<file path="src/rtl/madgwick_wb_sequencer.sv">
// madgwick_wb_sequencer: Wishbone initiator that runs the Madgwick peripheral register sequence for each IMU sample.
// Each transaction is one gap cycle (stb low) followed by an issue phase that lasts until ack or timeout.
module madgwick_wb_sequencer #(
  parameter int ACC_WIDTH   = 16,
  parameter int GYRO_WIDTH  = 16,
  parameter int Q_WIDTH     = 16,
  parameter int ACK_TIMEOUT = 64,
  parameter int POLL_MAX    = 1024
) (
  input  logic                  clk,
  input  logic                  rst,
  output logic [5:0]            adr_o,
  output logic [31:0]           dat_o,
  input  logic [31:0]           dat_i,
  output logic                  we_o,
  output logic                  stb_o,
  output logic                  cyc_o,
  input  logic                  ack_i,
  input  logic                  s_valid,
  output logic                  s_ready,
  input  logic [ACC_WIDTH-1:0]  a_x,
  input  logic [ACC_WIDTH-1:0]  a_y,
  input  logic [ACC_WIDTH-1:0]  a_z,
  input  logic [GYRO_WIDTH-1:0] w_x,
  input  logic [GYRO_WIDTH-1:0] w_y,
  input  logic [GYRO_WIDTH-1:0] w_z,
  output logic                  q_valid,
  input  logic                  q_ready,
  output logic [Q_WIDTH-1:0]    q_w,
  output logic [Q_WIDTH-1:0]    q_x,
  output logic [Q_WIDTH-1:0]    q_y,
  output logic [Q_WIDTH-1:0]    q_z,
  output logic                  busy,
  output logic                  err_ack,
  output logic                  err_poll
);
  localparam int TW = $clog2(ACK_TIMEOUT + 1);
  localparam int PW = $clog2(POLL_MAX + 1);
  typedef enum logic [3:0] {IDLE, INIT, WR_OPS, START, POLL, RD_Q, RELEASE, FIN, OUT} state_e;
  state_e state_q, state_d;
  logic stb_q, stb_d, en_done_q, en_done_d, err_ack_q, err_ack_d, err_poll_q, err_poll_d;
  logic [2:0] idx_q, idx_d;
  logic [TW-1:0] tcnt_q, tcnt_d;
  logic [PW-1:0] pcnt_q, pcnt_d;
  logic [ACC_WIDTH-1:0] acc_q [3];
  logic [ACC_WIDTH-1:0] acc_d [3];
  logic [GYRO_WIDTH-1:0] gyr_q [3];
  logic [GYRO_WIDTH-1:0] gyr_d [3];
  logic [Q_WIDTH-1:0] q_q [4];
  logic [Q_WIDTH-1:0] q_d [4];
  logic [31:0] ops [6];
  logic [5:0] adr;
  logic wr;
  logic unused_dat;
  always_ff @(posedge clk or posedge rst) begin
    if (rst) begin
      state_q    <= IDLE;
      stb_q      <= 1'b0;
      en_done_q  <= 1'b0;
      err_ack_q  <= 1'b0;
      err_poll_q <= 1'b0;
      idx_q      <= '0;
      tcnt_q     <= '0;
      pcnt_q     <= '0;
      acc_q      <= '{default: '0};
      gyr_q      <= '{default: '0};
      q_q        <= '{default: '0};
    end else begin
      state_q    <= state_d;
      stb_q      <= stb_d;
      en_done_q  <= en_done_d;
      err_ack_q  <= err_ack_d;
      err_poll_q <= err_poll_d;
      idx_q      <= idx_d;
      tcnt_q     <= tcnt_d;
      pcnt_q     <= pcnt_d;
      acc_q      <= acc_d;
      gyr_q      <= gyr_d;
      q_q        <= q_d;
    end
  end
  always_comb begin
    state_d    = state_q;
    stb_d      = stb_q;
    en_done_d  = en_done_q;
    err_ack_d  = err_ack_q;
    err_poll_d = err_poll_q;
    idx_d      = idx_q;
    tcnt_d     = tcnt_q;
    pcnt_d     = pcnt_q;
    acc_d      = acc_q;
    gyr_d      = gyr_q;
    q_d        = q_q;
    case (state_q)
      IDLE: if (s_valid) begin
        acc_d      = '{a_x, a_y, a_z};
        gyr_d      = '{w_x, w_y, w_z};
        err_ack_d  = 1'b0;
        err_poll_d = 1'b0;
        idx_d      = '0;
        state_d    = en_done_q ? WR_OPS : INIT;
      end
      FIN: state_d = err_poll_q ? IDLE : OUT;
      OUT: state_d = q_ready ? IDLE : OUT;
      default: begin
        if (!stb_q) begin
          stb_d  = 1'b1;
          tcnt_d = '0;
        end else if (ack_i) begin
          stb_d = 1'b0;
          case (state_q)
            INIT: begin
              en_done_d = 1'b1;
              idx_d     = '0;
              state_d   = WR_OPS;
            end
            WR_OPS: begin
              state_d = idx_q == 3'd5 ? START : WR_OPS;
              idx_d   = idx_q + 3'd1;
            end
            START: begin
              pcnt_d  = '0;
              state_d = POLL;
            end
            POLL: begin
              if (dat_i[2]) begin
                idx_d   = '0;
                state_d = RD_Q;
              end else if (pcnt_q == PW'(POLL_MAX - 1)) begin
                err_poll_d = 1'b1;
                state_d    = RELEASE;
              end else pcnt_d = pcnt_q + 1'b1;
            end
            RD_Q: begin
              q_d[idx_q[1:0]] = dat_i[Q_WIDTH-1:0];
              state_d         = idx_q == 3'd3 ? RELEASE : RD_Q;
              idx_d           = idx_q + 3'd1;
            end
            RELEASE: state_d = FIN;
            default: state_d = IDLE;
          endcase
        end else if (tcnt_q == TW'(ACK_TIMEOUT - 1)) begin
          // Abandon the sample; a peripheral that stopped acking may have lost its enable.
          stb_d     = 1'b0;
          err_ack_d = 1'b1;
          en_done_d = 1'b0;
          state_d   = IDLE;
        end else tcnt_d = tcnt_q + 1'b1;
      end
    endcase
  end
  assign ops = '{32'($signed(acc_q[0])), 32'($signed(acc_q[1])), 32'($signed(acc_q[2])),
                 32'($signed(gyr_q[0])), 32'($signed(gyr_q[1])), 32'($signed(gyr_q[2]))};
  assign adr = state_q == WR_OPS ? {1'b0, idx_q + 3'd1, 2'b00} :
               state_q == RD_Q   ? {4'(idx_q) + 4'd7, 2'b00} : 6'h00;
  assign wr  = state_q != POLL && state_q != RD_Q;
  assign stb_o = stb_q;
  assign cyc_o = stb_q;
  assign we_o  = stb_q && wr;
  assign adr_o = stb_q ? adr : 6'h00;
  assign dat_o = !(stb_q && wr) ? 32'h0 : state_q == WR_OPS ? ops[idx_q] :
                 state_q == START ? 32'h3 : 32'h1;
  assign s_ready  = state_q == IDLE && !rst;
  assign busy     = state_q != IDLE;
  assign q_valid  = state_q == OUT;
  assign q_w      = q_q[0];
  assign q_x      = q_q[1];
  assign q_y      = q_q[2];
  assign q_z      = q_q[3];
  assign err_ack  = err_ack_q;
  assign err_poll = err_poll_q;
  assign unused_dat = ^dat_i;
endmodule

</file>
<file path="config.mk">
export PLATFORM = sky130hd
export DESIGN_NAME = madgwick_wb_sequencer
export DESIGN_NICKNAME = d
export VERILOG_FILES = /design/src/rtl/madgwick_wb_sequencer.sv
export SDC_FILE = /design/constraint.sdc
export NUM_CORES = 1
export LEC_CHECK = 0
export BUFFER_PORTS_ARGS = -buffer_cell sky130_fd_sc_hd__buf_2
export CORE_MARGIN = 8
export CORE_UTILIZATION = 50
export DETAILED_ROUTE_END_ITERATION = 10
export PLACE_DENSITY = 0.86
export SYNTH_ARGS = -nofsm -noshare
export SYNTH_HDL_FRONTEND = slang
export SYNTH_SLANG_ARGS = --single-unit
</file>
<file path="constraint.sdc">
create_clock -name clk -period 8 [get_ports clk]
set_input_delay 1.2 -clock clk [delete_from_list [all_inputs] [get_ports clk]]
set_output_delay 1.2 -clock clk [all_outputs]
set_load 0.01 [all_outputs]
</file>
==> flow_summary_export.csv, run 1 <==
group,metric,value,unit
floorplan,die_h,149,µm
power_and_ir_drop,power_density,368,nW/µm²
logic_synthesis,ys_types,63,
logic_synthesis,synth.yosys.warnings,0,
worst_hold_path,whs_path_depth,1,
clock_network,clk_latency,0.44,ns
clock_network,cts_setup_buffers,0,
power_and_ir_drop,pwr-share-clk,21.2,%
sta,period_share,59.0,%
worst_hold_path,hold_path.startpoint,"pcnt_q[8]",
critical_path,required,6.80,ns
final_layout,fillers,1372,
power_and_ir_drop,p_sw,1.35,mW
final_layout,seq_area,4730,µm²
placement,io_buffers,224,
logic_synthesis,netlist_area,8850,µm²
run_status,status,"finished, final reports clean",
final_layout,multi_input_area,3760,µm²
grt,grt_pass1_wl,33800,µm
floorplan,io_pins,243,
grt,grt_usage,19.4,%
clock_network,cts_sinks,189,
power_and_ir_drop,total_leakage_power,5.20,nW
sta,fin_setup_tns,0,ns
critical_path,critPathLaunchType,"register",
final_layout,num-nets-final,988,
critical_path,cp_max_fo,17,
power_and_ir_drop,pwr-share-seq,39.2,%
grt,grt_overflow,0,
logic_synthesis,synth.ff_latch_count,189,
grt,grt_pass1_vias,6452,
clock_network,cts_tree,"yes",
grt,grt_max_degree,107,
sta,timing.fmax,0.212,GHz
clock_network,cts_resized,0,
critical_path,r2r_end,"acc_q[13]",
detailed_routing,dr.pass1.iters,5,
logic_synthesis,syn_inst,653,
detailed_routing,drt_iter0_drc,392,
detailed_routing,vias,6010,
sta,finalSetupViolCount,0,
logic_synthesis,ys_seq_area_share,53.4,%
power_and_ir_drop,combPwrFrac,39.6,%
clock_network,holdBufCountCts,0,
critical_path,regToRegSetupSlack,5.34,ns
logic_synthesis,synth_edf_count,0,
critical_path,worstPathArrival,3.52,ns
final_layout,fin_util,61.0,%
detailed_routing,drc_errors,0,
floorplan,design.core.area,17300,µm²
sta,min_period,4.72,ns
clock_network,path_clk_slew,0.07,ns
floorplan,fp.dieW,149,µm
logic_synthesis,synth_largest_area_cell,"dfrtp_1",
sta,timing_worst_slew_pin_value,1.05,ns
clock_network,cts_buffer_depth,2,
placement,dp_hpwl,15300,µm
flow_run,drv_cap,0,
sta,slew_viol_final,0,
detailed_routing,routed_wl,21500,µm
logic_synthesis,synth_area_leaders,"dfrtp_1 (53%), mux2_2 (23%), mux4_2 (4.1%), buf_4 (2.3%), nor2_1 (1.6%)",
sta,relSlewSlack,29.7,%
sta,hold_viol_final,0,
final_layout,area_growth,19.1,%
logic_synthesis,synth_top_cell_area_share,53.4,%
floorplan,initial_utilization,51.2,%
logic_synthesis,synth.avg_cell_area,13.6,µm²
clock_network,cts-buffers-inserted,17,
worst_hold_path,hold_end,"pcnt_q[8]",
final_layout,drive_gt1_share,54.4,%
grt,antenna_found_initial,4,
sta,grt_setup_unrepaired,"false",
clock_network,cts-root-buf,"clkbuf_16",
power_and_ir_drop,ir_drop,0.213,mV
power_and_ir_drop,p_int,2.54,mW
critical_path,worstSetupPathType,"reg2out",
clock_network,htree_levels,4,
detailed_routing,wl_per_cell,19.8,µm
placement,routabilityCongestion,0.822,
logic_synthesis,synth_top_flop_cell,"dfrtp_1",
power_and_ir_drop,p_sw_share,34.7,%
worst_hold_path,hp-class,"reg2reg",
floorplan,die_area,22200,µm²
detailed_routing,antenna_left,0,
critical_path,cp-end-kind,"primary output",
critical_path,ff2ff_path_depth,4,
logic_synthesis,async_reset_ff_share,100,%
sta,clock_skew,0.0163,ns
critical_path,r2r_start,"state_q[2]",
floorplan,row_count,48,
detailed_routing,avgViaCountPerCell,5.53,
cell usage after synthesis (4+ instances only):
library cell / count
a211oi_1: 4
a21oi_1: 9
a22oi_1: 15
buf_1: 9
buf_2: 15
buf_4: 27
dfrtp_1: 189
ha_1: 8
inv_1: 10
mux2_1: 4
mux2_2: 177
mux4_2: 16
nand2_1: 18
nand2_2: 6
nand2b_1: 4
nand3_1: 13
nand3b_1: 4
nor2_1: 38
nor4_1: 4
o211ai_1: 4
o21a_1: 4
o21ai_0: 13
state kept, by name, indices dropped and copies added, names as in the netlist, 7 cells and up:
| name | count |
|---|---|
| q_w | 16 |
| gyr_q | 48 |
| acc_q | 48 |
| q_x | 16 |
| q_z | 16 |
| pcnt_q | 11 |
| q_y | 16 |
| tcnt_q | 7 |
through the flow:
stage	std cells	setup WS, ns	power [mW]	area [µm²]	hold slack [ns]
floorplan	654	1.66	2.70	8860	0.440
global placement	1053	3.85	3.01	9970	0.459
finish	1086	3.28	3.88	10500	0.484
detailed placement	1053	3.71	3.08	9970	0.477
CTS	1085	3.24	3.91	10500	0.487
global route	1086	3.03	4.10	10500	0.506
cells by family after synthesis:
family,count (synthesis),synth area share [%]
other,1,0.0424
flip-flops,189,53.4
AND/OR/NAND/NOR,108,6.58
XOR/XNOR,5,0.495
AO/OA/AOI/OAI,78,6.83
multiplexers,199,27.3
adder cells (fa/ha/maj),8,1.13
buffers and inverters,65,4.20
critical path: stages (launching register included):
cell	delay (ns)
dfrtp_1	0.80
nand2b_4	0.15
nor3_1	0.49
nand2_1	0.65
nor2_1	0.73
buf_2	0.26
final cells by class:
class                   count  area share (%)
repair buffers            228            10.9
diodes                      1          0.0237
multi-input cells         400            35.7
clock inverters            12            1.27
clock buffers              20            4.14
flip-flops and latches    189            44.9
inverters                  11           0.463
well taps                 225            2.67
layout by cell type (no fill, tap or decap), types with 3 or more instances in the layout:
master     instances
a211oi_1           4
nand2_2            5
nand4_1            3
clkbuf_1           3
mux2_2           177
clkbuf_16         17
nor3_1             3
nor2_1            38
xnor2_1            3
o21a_1             4
nand2b_1           4
dfrtp_1          188
nand2_1           18
ha_1               8
a22oi_1           15
a41oi_1            3
nor4_1             4
mux2_1             4
o31ai_1            3
inv_1              9
a31oi_1            3
mux4_2            16
buf_4              4
a21oi_1            9
a22o_1             3
o211ai_1           4
nand3_1           13
o21ai_0           13
nand3b_1           4
inv_8              5
buf_2            224
layer usage:
metal / global-route usage (%) / up-vias / part of all wire [%]
li1: - / 2759 / -
met1: 22.1 / 3017 / 39
met2: 32.7 / 201 / 50
met3: 7.77 / 27 / 8.8
met4: 6.36 / 6 / 1.5
met5: 0 / - / 0.18
how the worst max path moves through the flow:
stage,from,to,slack [ns],cells after the start
3_5_place_dp,state_q[1],dat_o[25],3.71,5
5_1_grt,state_q[1],dat_o[18],3.03,5
4_1_cts,state_q[1],dat_o[25],3.24,5
3_3_place_gp,idx_q[2],dat_o[16],3.85,5
6_report,state_q[1],dat_o[25],3.28,5
2_1_floorplan,rst,acc_q[0],1.66,1
power groups by stage:
stage / registers (mW) / logic, mW / clock network [mW]
final: 1.52 / 1.54 / 0.821
after global routing: 1.57 / 1.66 / 0.873
after CTS: 1.52 / 1.55 / 0.837
after floorplan: 1.45 / 1.25 / 0
after global placement: 1.51 / 1.50 / 0
after detailed placement: 1.54 / 1.54 / 0
Power figures use the tool's default switching activity.
==> run 2: changes to the inputs <==
clock period = 4.9 ns   (was 8 ns; I/O delays follow)
==> run 2 against run 1 <==
Cell count is the same. Global-route usage grew 0.43 points. First-iteration DRC count shrank 9.9%. Count of clock-buffer cells in the layout grew 1. Clock power grew 81%. Critical endpoint is now dat_o[30]. Sequential power grew 66%. Critical path type unchanged. Die area is the same. Core utilization grew 0.44 points.
==> flow_summary_export.csv, run 2 (synthesis gave the netlist of run 1 again) <==
group,metric,value,unit
grt,grt_pass1_wl,34600,µm
critical_path,worstSetupPathType,"reg2out",
sta,clock_skew,0.0117,ns
run_status,status,"finished, final reports clean",
critical_path,cp_max_fo,17,
detailed_routing,vias,6077,
clock_network,cts_tree,"yes",
floorplan,io_pins,243,
clock_network,cts_sinks,189,
worst_hold_path,whs_path_depth,1,
final_layout,fillers,1361,
clock_network,path_clk_slew,0.07,ns
grt,grt_overflow,0,
detailed_routing,drt_iter0_drc,353,
sta,timing_worst_slew_pin_value,1.12,ns
sta,period_share,85.6,%
sta,fin_setup_tns,0,ns
grt,antenna_found_initial,7,
clock_network,htree_levels,4,
sta,relSlewSlack,25.6,%
critical_path,ff2ff_path_depth,7,
final_layout,num-nets-final,988,
placement,routabilityCongestion,0.786,
power_and_ir_drop,power_density,610,nW/µm²
sta,min_period,4.20,ns
critical_path,r2r_start,"idx_q[1]",
final_layout,largestRegisters,"acc_q: 48 flops, gyr_q: 48 flops",
clock_network,cts-root-buf,"clkbuf_16",
final_layout,final_common_cell,"buf_2",
worst_hold_path,hp-class,"reg2reg",
final_layout,stdcell_count,1086,
grt,grt_usage,19.8,%
critical_path,worstPathArrival,3.46,ns
final_layout,area_growth,20.0,%
power_and_ir_drop,ir_drop,0.406,mV
detailed_routing,drc_errors,0,
critical_path,regToRegSetupSlack,2.07,ns
clock_network,cts_resized,0,
placement,dp_worst_setup_slack,1.13,ns
grt,grt_max_degree,190,
final_layout,drive_gt1_share,54.5,%
flow_run,drv_cap,0,
worst_hold_path,hold_path.startpoint,"pcnt_q[10]",
floorplan,fp.dieW,149,µm
critical_path,required,4.16,ns
detailed_routing,avgViaCountPerCell,5.60,
clock_network,clk_latency,0.43,ns
worst_hold_path,hold_end,"pcnt_q[10]",
sta,hold_viol_final,0,
detailed_routing,antenna_left,0,
floorplan,die_area,22200,µm²
clock_network,cts_setup_buffers,0,
clock_network,cts_buffer_depth,2,
critical_path,cp-end-kind,"primary output",
final_layout,fin_util,61.4,%
sta,finalSetupViolCount,0,
placement,dp_cells,1053,
final_layout,layout_common_cells,"buf_2 (224), dfrtp_1 (188), mux2_2 (177)",
sta,slew_viol_final,0,
critical_path,critPathLaunchType,"register",
critical_path,r2r_end,"state_q[0]",
detailed_routing,wl_per_cell,20.2,µm
sta,whs,0.489,ns
placement,dp_hpwl,15100,µm
floorplan,row_count,48,
detailed_routing,dr.pass1.iters,5,
clock_network,holdBufCountCts,0,
floorplan,design.core.area,17300,µm²
final_layout,multi_input_area,3760,µm²
sta,timing.fmax,0.238,GHz
detailed_routing,routed_wl,21900,µm
sta,grt_setup_unrepaired,"false",
floorplan,initial_utilization,51.2,%
grt,grt_pass1_vias,6500,
floorplan,die_h,149,µm
sta,worst_slack,0.704,ns
clock_network,cts-buffers-inserted,17,
placement,io_buffers,224,
final_layout,seq_area,4730,µm²
power_and_ir_drop,total_leakage_power,5.24,nW
[run 2: changes by cell type in the layout (fill, tap and decap cells not counted), sizes merged]
cell and change:
bufinv +3, clkbuf +1, clkinvlp -1, inv -3
[run 2: through the flow]
step	power, mW	cell area, µm²
after floorplan	4.40	8860
after global placement	4.91	9980
after detailed placement	5.02	9980
after CTS	6.55	10600
after global routing	6.85	10600
final	6.48	10600
[run 2: worst max-delay path by stage]
| stage | from | endpoint | slack [ns] |
|---|---|---|---|
| 2_1_floorplan | rst | acc_q[0] | 1.73 |
| 3_3_place_gp | state_q[1] | dat_o[27] | 1.30 |
| 3_5_place_dp | state_q[1] | dat_o[17] | 1.13 |
| 4_1_cts | state_q[1] | dat_o[17] | 0.67 |
| 5_1_grt | state_q[1] | dat_o[15] | 0.41 |
| 6_report | state_q[1] | dat_o[30] | 0.70 |
[run 2: area by class of cell]
type	count	area share, %
clock buffers	21	4.33
repair buffers	228	11.0
multi-input cells	400	35.4
clock inverters	11	1.67
flip-flops and latches	189	44.5
inverters	11	0.424
diodes	1	0.0236
well taps	225	2.65
[run 2: critical path, cell delays in order (launching register included)]
cell      delay, ns
dfrtp_1        0.78
nand2b_4       0.16
nor3_1         0.48
nand2_1        0.62
nor2_1         0.73
buf_2          0.26
[run 2: layer usage]
metal / GRT usage, % / vias up / wire length, µm
met5: 0 / - / 63
met4: 6.87 / 12 / 471
met3: 6.80 / 50 / 1700
met2: 34.3 / 211 / 11200
met1: 22.5 / 3053 / 8470
li1: - / 2751 / -
[run 2: power breakdown]
group / total [mW] / internal (mW) / switching, mW
Combinational: 2.46 / 1.33 / 1.14
Sequential: 2.53 / 2.10 / 0.432
Clock: 1.49 / 0.890 / 0.597
==> run 3: changes to the inputs <==
CORE_UTILIZATION = 53   (was 50)
PLACE_DENSITY = 0.9   (was 0.86)
==> run 3 against run 2 <==
Clock power fell by 4%. Cell count fell by 0.37%. Sequential cell count unchanged. Routed wire length is 4.1% lower. Power fell by 1.5%. Critical endpoint is now dat_o[21].
==> flow_summary_export.csv, run 3 (synthesis gave the netlist of run 1 again) <==
group,metric,value,unit
critical_path,slowest_stage,"dfrtp_1",
detailed_routing,drt_iter0_drc,482,
floorplan,die_area,21100,µm²
sta,slew_viol_final,0,
final_layout,fin_util,64.4,%
critical_path,critPathBufInv,1,
power_and_ir_drop,ir_drop,0.319,mV
final_layout,stdcell_count,1082,
sta,min_period,4.06,ns
critical_path,required,4.16,ns
detailed_routing,routed_wl,21000,µm
sta,hold_viol_final,0,
final_layout,fillers,1232,
final_layout,num-nets-final,989,
worst_hold_path,hp-class,"reg2reg",
sta,finalSetupViolCount,0,
detailed_routing,vias,5972,
clock_network,cts_tree,"yes",
sta,timing_worst_slew_pin_value,0.982,ns
grt,grt_overflow,0,
clock_network,cts-buffers-inserted,17,
detailed_routing,wl_per_cell,19.4,µm
clock_network,path_clk_slew,0.07,ns
sta,fin_setup_tns,0,ns
detailed_routing,drc_errors,0,
sta,timing.fmax,0.247,GHz
critical_path,critPathLaunchType,"register",
critical_path,regToRegSetupSlack,2.20,ns
detailed_routing,dr.pass1.iters,4,
critical_path,worstPathArrival,3.32,ns
final_layout,drive_gt1_share,54.7,%
critical_path,cp_max_fo,17,
critical_path,worstSetupPathType,"reg2out",
clock_network,cts_setup_buffers,0,
floorplan,fp.dieW,145,µm
grt,grt_pass1_vias,6461,
placement,dp_hpwl,14900,µm
flow_run,drv_cap,0,
detailed_routing,avgViaCountPerCell,5.52,
sta,clock_skew,0.00730,ns
clock_network,cts_resized,0,
placement,dp_cells,1049,
critical_path,crit_chain,"nand2b_4, nor3_1, nand2_1, nor2_1, buf_2",
placement,io_buffers,224,
power_and_ir_drop,total_leakage_power,5.23,nW
floorplan,row_count,47,
floorplan,io_pins,243,
grt,grt_usage,20.2,%
grt,grt_pass1_wl,34400,µm
clock_network,cts_buffer_depth,2,
detailed_routing,antenna_left,0,
floorplan,design.core.area,16500,µm²
floorplan,initial_utilization,53.8,%
grt,antenna_found_initial,4,
critical_path,max_stage_delay,0.77,ns
final_layout,layout_common_cells,"buf_2 (224), dfrtp_1 (188), mux2_2 (177)",
critical_path,path_delay_family,"simple AND/OR/NAND/NOR gates",
floorplan,die_h,145,µm
final_layout,final_common_cell,"buf_2",
critical_path,cp-end-kind,"primary output",
clock_network,cts_sinks,189,
final_layout,largestRegisters,"acc_q: 48 flops, gyr_q: 48 flops",
sta,grt_setup_unrepaired,"false",
final_layout,area_growth,19.7,%
clock_network,htree_levels,4,
sta,relSlewSlack,34.3,%
sta,period_share,82.8,%
clock_network,clk_latency,0.43,ns
grt,grt_max_degree,190,
final_layout,multi_input_area,3760,µm²
clock_network,holdBufCountCts,0,
run_status,status,"finished, final reports clean",
final_layout,seq_area,4730,µm²
clock_network,cts-root-buf,"clkbuf_16",
power_and_ir_drop,power_density,602,nW/µm²
placement,routabilityCongestion,0.786,
run 3: cell types whose count changed in the layout (fill, tap and decap cells not counted), sizes merged:
cell and change:
buf +1, bufinv -1, clkbuf -3, clkinvlp +2, inv +2
run 3: metal layers:
metal	wire, µm	global-route usage, %
met1	8510	23.7
met5	34	0
met3	1760	7.56
met4	284	6.98
met2	10400	33.7
run 3: cell type report:
cell class,instances,share of cell area [%]
Clock inverter,14,1.71
Timing Repair Buffer,229,11.1
Multi-Input combinational cell,400,35.5
Clock buffer,18,4.05
Tap cell,220,2.60
Antenna cell,1,0.0236
Inverter,11,0.425
Sequential cell,189,44.6
run 3: stage by stage:
stage | worst slack (ns) | hold WS, ns | power [mW] | instance area [µm²]
6_report | 0.843 | 0.480 | 6.38 | 10600
5_1_grt | 0.465 | 0.512 | 6.77 | 10600
4_1_cts | 0.803 | 0.481 | 6.44 | 10600
3_5_place_dp | 1.27 | 0.465 | 5.00 | 9980
3_3_place_gp | 1.43 | 0.462 | 4.88 | 9980
2_1_floorplan | 1.73 | 0.440 | 4.40 | 8860
run 3: path summary, 6_finish.rpt:
path                            depth (start not counted)         to       start
worst max-delay path                                    5  dat_o[21]  state_q[1]
min in group asynchronous                               3  tcnt_q[4]         rst
worst max register to register                          4   acc_q[9]  state_q[2]
max in group asynchronous                               3     q_y[1]         rst
worst min-delay path                                    1  pcnt_q[8]   pcnt_q[8]
worst min register to register                          1  pcnt_q[8]   pcnt_q[8]
run 3: where the power goes:
| group | switching [mW] | leakage (nW) | internal [mW] | total (mW) |
|---|---|---|---|---|
| Combinational | 1.12 | 2.53 | 1.32 | 2.44 |
| Clock | 0.611 | 0.295 | 0.815 | 1.43 |
| Sequential | 0.414 | 2.40 | 2.10 | 2.51 |
| Total | 2.14 | 5.23 | 4.24 | 6.38 |
